$ cat src/rtl/sme_param.sv
// sme_param: parametrised string-match engine.
// Loads a string and a pattern byte-serially, then scans one candidate
// position per clock and reports the first match index and the match count.
// Supports '^' / '$' word anchors, '.' wildcard and optional case folding.
module sme_param #(
   parameter int W       = 8,
   parameter int STR_MAX = 32,
   parameter int PAT_MAX = 9,
   parameter int NOCASE  = 0
) (
   input  logic                         clk,
   input  logic                         reset,
   input  logic [W-1:0]                 chardata,
   input  logic                         isstring,
   input  logic                         ispattern,
   output logic                         valid,
   output logic                         match,
   output logic [$clog2(STR_MAX)-1:0]   match_index,
   output logic [$clog2(STR_MAX+1)-1:0] match_count
);

   localparam int IW  = $clog2(STR_MAX) + 1;
   localparam int LW  = $clog2(PAT_MAX + 1);
   localparam int SLW = $clog2(STR_MAX + 1);
   localparam int MIW = $clog2(STR_MAX);
   localparam int SIW = (STR_MAX > 1) ? $clog2(STR_MAX) : 1;
   localparam int PIW = (PAT_MAX > 1) ? $clog2(PAT_MAX) : 1;
   // common arithmetic width, wide enough for i + L without wrap
   localparam int SW  = ((IW > LW) ? IW : LW) + 1;

   localparam logic [W-1:0] CH_CARET  = W'(8'h5E);
   localparam logic [W-1:0] CH_DOLLAR = W'(8'h24);
   localparam logic [W-1:0] CH_DOT    = W'(8'h2E);
   localparam logic [W-1:0] CH_SPACE  = W'(8'h20);

   typedef enum logic [0:0] {ST_LOAD = 1'b0, ST_SEARCH = 1'b1} state_t;

   state_t          state_r, state_nx_s;
   logic [W-1:0]    str_r [0:STR_MAX-1];
   logic [W-1:0]    pat_r [0:PAT_MAX-1];
   logic [SLW-1:0]  ws_r;
   logic [LW-1:0]   wp_r;
   logic            str_seen_r, pat_seen_r;
   logic [SW-1:0]   slen_r, blen_r, nsrch_r, i_r, cnt_r, first_r;
   logic            a_r, z_r;
   logic            start_s, last_s;
   logic            a_dec_s, z_dec_s;
   logic [SW-1:0]   pl_s, sl_s, l_dec_s, n_dec_s;
   logic [SW-1:0]   sidx_s, pidx_s, end_s;
   logic [W-1:0]    sc_s, pc_s;
   logic            body_ok_s, a_ok_s, z_ok_s, hit_s;
   logic [SW-1:0]   cnt_nx_s, first_nx_s;

   // Lower-case a letter when case folding is enabled; other codes pass through.
   function automatic logic [W-1:0] fold_char(input logic [W-1:0] c);
      logic [W-1:0] r;
      r = c;
      if ((NOCASE != 0) && (c[7:0] >= 8'h41) && (c[7:0] <= 8'h5A)) begin
         r[5] = 1'b1;
      end else begin
         r = c;
      end
      return r;
   endfunction

   // State register.
   always_ff @(posedge clk or posedge reset) begin
      if (reset) state_r <= ST_LOAD;
      else       state_r <= state_nx_s;
   end

   // Next-state logic: LOAD -> SEARCH on the load-complete cycle, back after the last position.
   always_comb begin
      state_nx_s = state_r;
      case (state_r)
         ST_LOAD:   state_nx_s = start_s ? ST_SEARCH : ST_LOAD;
         ST_SEARCH: state_nx_s = last_s ? ST_LOAD : ST_SEARCH;
         default:   state_nx_s = ST_LOAD;
      endcase
   end

   // Control decode: search start (first idle cycle after a pattern) and final scan edge.
   always_comb begin
      start_s = 1'b0;
      last_s  = 1'b0;
      case (state_r)
         ST_LOAD:   start_s = !isstring && !ispattern && pat_seen_r;
         ST_SEARCH: last_s  = ((i_r + SW'(1)) >= nsrch_r);
         default: begin
            start_s = 1'b0;
            last_s  = 1'b0;
         end
      endcase
   end

   // Load datapath: first char of each kind in a phase restarts its write pointer; overflow is dropped.
   always_ff @(posedge clk or posedge reset) begin
      if (reset) begin
         for (int n = 0; n < STR_MAX; n++) str_r[n] <= '0;
         for (int n = 0; n < PAT_MAX; n++) pat_r[n] <= '0;
         ws_r       <= '0;
         wp_r       <= '0;
         str_seen_r <= 1'b0;
         pat_seen_r <= 1'b0;
      end else if (last_s) begin
         str_seen_r <= 1'b0;
         pat_seen_r <= 1'b0;
      end else if (state_r == ST_LOAD) begin
         if (isstring) begin
            if (!str_seen_r) begin
               str_r[0]   <= chardata;
               ws_r       <= SLW'(1);
               str_seen_r <= 1'b1;
            end else if (ws_r < SLW'(STR_MAX)) begin
               str_r[SIW'(ws_r)] <= chardata;
               ws_r              <= ws_r + SLW'(1);
            end
         end else if (ispattern) begin
            if (!pat_seen_r) begin
               pat_r[0]   <= chardata;
               wp_r       <= LW'(1);
               pat_seen_r <= 1'b1;
            end else if (wp_r < LW'(PAT_MAX)) begin
               pat_r[PIW'(wp_r)] <= chardata;
               wp_r              <= wp_r + LW'(1);
            end
         end
      end
   end

   // Pattern decode at search start: anchors, body length and number of candidate positions.
   always_comb begin
      pl_s    = SW'(wp_r);
      sl_s    = SW'(ws_r);
      a_dec_s = (pat_r[0] == CH_CARET);
      z_dec_s = (wp_r != '0) && (pat_r[PIW'(pl_s - SW'(1))] == CH_DOLLAR) && (pl_s > SW'(a_dec_s));
      l_dec_s = pl_s - SW'(a_dec_s) - SW'(z_dec_s);
      if ((l_dec_s == '0) || (l_dec_s > sl_s)) n_dec_s = '0;
      else                                     n_dec_s = sl_s - l_dec_s + SW'(1);
   end

   // Candidate evaluation: all body chars of position i compared in parallel, plus anchor context.
   always_comb begin
      body_ok_s = 1'b1;
      sidx_s    = '0;
      pidx_s    = '0;
      sc_s      = '0;
      pc_s      = '0;
      for (int k = 0; k < PAT_MAX; k++) begin
         sidx_s    = i_r + SW'(k);
         pidx_s    = SW'(k) + SW'(a_r);
         sc_s      = (sidx_s < SW'(STR_MAX)) ? str_r[SIW'(sidx_s)] : '0;
         pc_s      = (pidx_s < SW'(PAT_MAX)) ? pat_r[PIW'(pidx_s)] : '0;
         body_ok_s = body_ok_s & ((SW'(k) >= blen_r) | (pc_s == CH_DOT) |
                                  (fold_char(pc_s) == fold_char(sc_s)));
      end
      end_s  = i_r + blen_r;
      a_ok_s = !a_r || (i_r == '0) ||
               (((i_r - SW'(1)) < SW'(STR_MAX)) && (str_r[SIW'(i_r - SW'(1))] == CH_SPACE));
      z_ok_s = !z_r || (end_s == slen_r) ||
               ((end_s < SW'(STR_MAX)) && (str_r[SIW'(end_s)] == CH_SPACE));
      hit_s  = (state_r == ST_SEARCH) && (i_r < nsrch_r) && (end_s <= slen_r) &&
               body_ok_s && a_ok_s && z_ok_s;
      cnt_nx_s   = cnt_r + SW'(hit_s);
      first_nx_s = (hit_s && (cnt_r == '0)) ? i_r : first_r;
   end

   // Search datapath: latch job parameters at start, then step one position per clock.
   always_ff @(posedge clk or posedge reset) begin
      if (reset) begin
         slen_r  <= '0;
         blen_r  <= '0;
         nsrch_r <= '0;
         a_r     <= 1'b0;
         z_r     <= 1'b0;
         i_r     <= '0;
         cnt_r   <= '0;
         first_r <= '0;
      end else if (start_s) begin
         slen_r  <= sl_s;
         blen_r  <= l_dec_s;
         nsrch_r <= n_dec_s;
         a_r     <= a_dec_s;
         z_r     <= z_dec_s;
         i_r     <= '0;
         cnt_r   <= '0;
         first_r <= '0;
      end else if (state_r == ST_SEARCH) begin
         i_r     <= i_r + SW'(1);
         cnt_r   <= cnt_nx_s;
         first_r <= first_nx_s;
      end
   end

   // Result registers: one-cycle valid strobe, result fields held until the next job completes.
   always_ff @(posedge clk or posedge reset) begin
      if (reset) begin
         valid       <= 1'b0;
         match       <= 1'b0;
         match_index <= '0;
         match_count <= '0;
      end else begin
         valid <= last_s;
         if (last_s) begin
            match       <= (cnt_nx_s != '0);
            match_index <= MIW'(first_nx_s);
            match_count <= SLW'(cnt_nx_s);
         end
      end
   end

endmodule

$ cat config.mk
export PLATFORM = sky130hd
export DESIGN_NAME = sme_param
export DESIGN_NICKNAME = d
export VERILOG_FILES = /design/src/rtl/sme_param.sv
export SDC_FILE = /design/constraint.sdc
export NUM_CORES = 1
export LEC_CHECK = 0
export BUFFER_PORTS_ARGS = -buffer_cell sky130_fd_sc_hd__clkbuf_2
export CORE_ASPECT_RATIO = 0.9
export CORE_MARGIN = 5
export CORE_UTILIZATION = 45
export DETAILED_ROUTE_END_ITERATION = 16
export GPL_ROUTABILITY_DRIVEN = 0
export PLACE_DENSITY_LB_ADDON = 0.05
export SYNTH_ARGS = -nofsm -noshare
export SYNTH_HDL_FRONTEND = slang
export SYNTH_SLANG_ARGS = --single-unit
export TNS_END_PERCENT = 100
$ cat constraint.sdc
create_clock -name clk -period 20.4 [get_ports clk]
set_clock_uncertainty 0.15 [all_clocks]
set_input_delay 3.06 -clock clk [delete_from_list [all_inputs] [get_ports clk]]
set_output_delay 3.06 -clock clk [all_outputs]
set_load 0.01 [all_outputs]
* Yosys cells after proc, flatten, opt, wreduce, memory -nomap -nowiden
Index checks and enable logic that the tools add are counted.
Word-level totals: flip-flop bits (word level) 395, bits of input ports 12, logic and storage cells 376
Operators by class: $add $sub $neg 26, order comparisons 61, equality and inequality tests 27, multiplexer cells 115, bitwise operators 52, reduce and logical (&&, ||, !) cells 37
Operators with widths (number):
- $mux 8 | 64
- $bmux 8 s5 | 11
- $bmux 8 s4 | 10
- $bwmux 256 | 1
- $mux 256 | 1
- $eq 8x6->1 const B | 12
- $lt 7x6->1 const B | 11
- $bwmux 72 | 1
- $eq 8x8->1 | 9
- $ge 6x6->1 const B | 12
- $mux 72 | 1
- $not 5->6 | 12
- $ge 5x5->1 const B | 11
- $demux 8 s5 | 1
- $mux 7 | 5
- $not 4->5 | 7
- $demux 8 s4 | 1
- $add 7x3->7 const B | 4
- $ge 3x7->1 const A | 4
- $logic_not 7->1 | 3
- $lt 4x4->1 const B | 5
- $or 1x1->1 | 18
- $add 3x1->4 const A | 4
- $mux 5 | 3
- other kinds (53) | 107

* Longest topological paths before layout
word-level depth 24, mapped depth 30

* Worst setup path after synthesis
OpenSTA, ideal clock, no wires.
kind register to register, start point register i_r[1], end point register match, data arrival time 6.118 ns, data required time 20.100 ns, setup slack 13.982 ns, stages on the path, launching flop included 28, cell sequence dfrtp_1 buf_4 buf_6 buf_6 buf_6 buf_4 clkinv_1 ha_1 buf_2 buf_2 buf_1 buf_2 mux4_2 a222oi_1 nand2_1 xor2_1 o41ai_1 nand4_2 buf_1 nor3_1 ha_1 ha_1 nand2_1 a21o_1 o21ai_0 a32oi_1 nor3_1 a41oi_1
Between the ends: cells in the longest elaborated chain, start to end 21, elaborated cells between the ends (all ways) 121, classes of those cells add/sub (11); order compare (14); eq/ne (12); mux (43); bitwise (28); reduce/logical (13)
RTL lines:
- start, declared | RTL line 44 | logic [SW-1:0] slen_r, blen_r, nsrch_r, i_r, cnt_r, first_r;
- start signal, assigned | RTL line 189 | i_r <= i_r + SW'(1);
- $add 7x1->7 | RTL line 88, 150
- $not 5->6 (implied by the code) | RTL line 152 | sc_s = (sidx_s < SW'(STR_MAX)) ? str_r[SIW'(sidx_s)] : '0;
- $bmux 8 s5 | RTL line 152
- $mux 8 (implied by the code) (2 in a row) | RTL line 152
- $mux 8 | RTL line 152
- $eq 8x8->1 | RTL line 155 | (fold_char(pc_s) == fold_char(sc_s)));
- $or 1x1->1 | RTL line 154 | body_ok_s = body_ok_s & ((SW'(k) >= blen_r) | (pc_s == CH_DOT) |
- $and 1x1->1 (8 in a row) | RTL line 154
- $logic_and 1x1->1 | RTL line 162 | hit_s = (state_r == ST_SEARCH) && (i_r < nsrch_r) && (end_s <= slen_r) &&
- $logic_and 1x1->1 (2 in a row) | RTL line 163 | body_ok_s && a_ok_s && z_ok_s;
- $add 7x1->7 | RTL line 164 | cnt_nx_s = cnt_r + SW'(hit_s);
- $reduce_bool 7->1 | RTL line 205 | match <= (cnt_nx_s != '0);
- end signal, assigned | RTL line 205
- end, declared | RTL line 17 | output logic match,
Parallel ways exist; a longest one is shown, timed or not. The select of a mux whose other input is x is not followed. A chain may end at the register's enable or synchronous reset.

* Worst setup path after layout
Ends and elaborated chain as after synthesis.

==> flow_summary.toml <==
[critical_path]
rrSetupSlack_ns = 11.62
required_ns = 20.67
crit_slowest_cell = "dfrtp_4"
r2r_end = "match$_DFFE_PP0P_"
critPathMaxStageDelay_ns = 0.89
start_kind = "flop"
reg2reg_from = "i_r[1]$_DFFE_PP0P_"
critical_path.max_fanout = 68
critPathKind = "flop to flop"
cp-end-kind = "flop"
crit_buf_inv = 3
cp_cell_sequence = "clkinv_1 -> ha_4 -> buf_4 -> buf_4 -> mux2_2 -> nor2_1 -> nor3_1 -> nor4b_2 -> nor2_1 -> or3b_1 -> o41ai_1 -> nand4_2 -> nor3_1 -> ha_1 -> ha_1 -> nand2_1 -> a21o_1 -> o21ai_0 -> a32oi_1 -> nor3_1 -> a41oi_1"
critical-path-top-delay-family = "buffers and inverters"
crit_path_frequent_cell = "nor3_1"
critPathArrivalTime_ns = 9.05
ff2ff_path_depth = 21

[layout]
final_cell_mix = "mux2_2, dfrtp_1, mux2i_1, mux4_2, nand2_1"
syn2layout_area_growth_pct = 7.13
fin_nets = 3102
multi_input_area_um2 = 23800
register_area_um2 = 9870
fill_cells = 7013
drive_gt1_frac = 0.305
final_common_cell = "mux2_2"

[synth]
synth_warnings = 0
syn_inst = 3110
syn-num-nets = 3196
synthDistinctLibCells = 95
syn_area_um2 = 35000
ys.flop_type = "dfrtp_1"
synth-async-reset-ratio = 1.00
yosysSeqAreaShare = 0.281
synth_area_per_cell_um2 = 11.3
ys_ff_latch = 394
synth_edf_count = 0

[detailed_routing]
top_layer = "met5"
vias = 30500
wl_met3_um = 19700
drt_wl_total_um = 154000
ant_nets = 0
drt_iter0_drc = 5104
route.detailed.drc = 0
wl_per_cell_um = 37.6
dr.pass1.iters = 8
drt-vias-per-instance = 7.44
wl_met1_um = 59200
wl_met2_um = 63900

[placed_design]
port_buffers = 24
dp_hpwl_um = 114000

[power]
leakagePower_nw = 15.4
finalPower_w = 0.00779
peakVddDrop_uv = 128
p_per_area_nw_per_um2 = 208

[clock_network]
cts_buffer_depth = 3
post_cts_buffers = 0
cts-root-buf = "clkbuf_16"
cts_inserted_buffers = 46
clkTransAtPathRegs_ns = 0.06
ctsResizeCount = 0
cts_hold_buffers = 0
cts_tree = "yes"
cts_max_level = 2
clock-sinks = 394
clock_latency_ns = 0.62

[sta]
period_needed_ns = 8.78
slew_headroom = -0.0673
fin_setup_tns_ns = 0
rsz0062_at_grt = "false"
min_period_over_period = 0.431
worstMarginPinSlew_ns = 1.60
slew_violations = 2
hold-worst-slack_ns = 0.356
setup-violations-final = 0
hold_viol_final = 0
fmax_ghz = 0.114

[global_route]
grt_pass1_vias = 28700
grtUsageTotal = 0.358
antenna_found_initial = 16
grt_overflow = 0
grt_max_degree = 130
grt_pass1_wl_um = 219000

[die]
chipHeight_um = 275
core_area_um2 = 77600
rows = 97
die_area_um2 = 83500
ios = 25
floorplan.initialDensity = 0.452
die_w_um = 304

[worst_hold_path]
holdPathStages = 1
hold_path_class = "flop to flop"
min-delay-start = "match_count[1]$_DFFE_PP0P_"
min_to = "match_count[1]$_DFFE_PP0P_"

[outcome]
violations = "slew limit"
status = "finished with violations"

[job]
cap_violations = 0
worst reg2reg max path: stages, from the launching register on:
cell,delay [ns]
dfrtp_4,0.89
clkinv_1,0.74
ha_4,0.57
buf_4,0.73
buf_4,0.92
mux2_2,0.50
nor2_1,0.12
nor3_1,0.08
nor4b_2,0.32
nor2_1,0.08
or3b_1,0.38
o41ai_1,0.78
nand4_2,0.55
nor3_1,0.54
ha_1,0.31
ha_1,0.25
nand2_1,0.09
a21o_1,0.15
o21ai_0,0.07
a32oi_1,0.07
nor3_1,0.14
a41oi_1,0.14
layout make-up:
class                      count  share of cell area
clock buffer                  64              0.0366
inverter                      71             0.00737
sequential                   394               0.263
timing repair buffer          81              0.0149
multi-input combinational   2422               0.635
clock inverter                22             0.00763
antenna                        7            0.000467
tap                         1039              0.0346
Yosys cell counts, types with 25 or more instances:
| master | instances | share of area |
|---|---|---|
| ha_1 | 71 | 0.025 |
| mux2i_1 | 343 | 0.098 |
| buf_2 | 54 | 0.0077 |
| nor4_1 | 40 | 0.0071 |
| inv_1 | 64 | 0.0069 |
| xor2_1 | 46 | 0.012 |
| mux2_2 | 427 | 0.14 |
| nor2b_1 | 27 | 0.0048 |
| nand3_1 | 48 | 0.0069 |
| clkbuf_1 | 105 | 0.011 |
| a21oi_1 | 90 | 0.013 |
| o22ai_1 | 38 | 0.0068 |
| a22oi_1 | 34 | 0.0073 |
| nand2_1 | 189 | 0.020 |
| xnor2_1 | 49 | 0.012 |
| nor4b_1 | 25 | 0.0063 |
| o21ai_0 | 77 | 0.011 |
| nor2_1 | 150 | 0.016 |
| dfrtp_1 | 394 | 0.28 |
| a31oi_1 | 26 | 0.0046 |
| buf_4 | 34 | 0.0073 |
| nor3_1 | 71 | 0.010 |
| mux4_2 | 295 | 0.19 |
kinds of logic (layout without fill, tap and decap cells):
| logic type | after synthesis | after routing | synth area share |
|---|---|---|---|
| DFF | 394 | 394 | 0.281 |
| buffers and inverters | 294 | 238 | 0.0412 |
| adders and majority gates | 74 | 74 | 0.0271 |
| xor gates and xnor gates | 98 | 98 | 0.0251 |
| AOI/OAI and AO/OA | 484 | 484 | 0.0968 |
| other | 0 | 7 | 0 |
| muxes | 1065 | 1065 | 0.425 |
| and+or+nand+nor | 701 | 701 | 0.103 |
routing by layer:
layer,track usage,up-vias
met4,0.196,6
li1,-,12000
met3,0.112,584
met1,0.478,15500
met2,0.522,2372
met5,0,-
power by group:
group / switching, W / internal, W / total, W / leakage [nW]
sequential: 0.000590 / 0.00102 / 0.00161 / 5.28
combinational: 0.00319 / 0.00209 / 0.00528 / 9.30
clock: 0.000354 / 0.000547 / 0.000902 / 0.807
total: 0.00414 / 0.00366 / 0.00779 / 15.4
state kept, by name (all words and copies together) (netlist names):
signal / count
pat_r: 72
match_count: 6
str_r: 256
nsrch_r: 7
z_r: 1
a_r: 1
pat_seen_r: 1
first_r: 5
i_r: 7
match_index: 5
slen_r: 6
blen_r: 6
wp_r: 4
match: 1
str_seen_r: 1
ws_r: 6
state_r: 1
cnt_r: 7
valid: 1
how the worst max path moves through the flow:
stage | startpoint | end | slack (ns) | depth (start not counted)
after floorplan | reset | a_r$_DFFE_PP0P_ | 6.24 | 1
after global placement | i_r[1]$_DFFE_PP0P_ | match$_DFFE_PP0P_ | 12.02 | 21
after detailed placement | i_r[1]$_DFFE_PP0P_ | match$_DFFE_PP0P_ | 11.78 | 21
after CTS | i_r[1]$_DFFE_PP0P_ | match$_DFFE_PP0P_ | 11.74 | 21
after global routing | i_r[1]$_DFFE_PP0P_ | match$_DFFE_PP0P_ | 11.13 | 21
final | i_r[1]$_DFFE_PP0P_ | match$_DFFE_PP0P_ | 11.62 | 21
per-stage QoR:
step	utilization	worst slack [ns]	cells	cell area [µm²]
global placement	0.462	12.02	4007	35900
floorplan	-	6.24	3110	35000
global route	0.484	11.13	4093	37500
CTS	0.484	11.74	4093	37500
finish	0.484	11.62	4100	37500
detailed placement	0.462	11.78	4007	35900
Power figures use the tool's default switching activity.
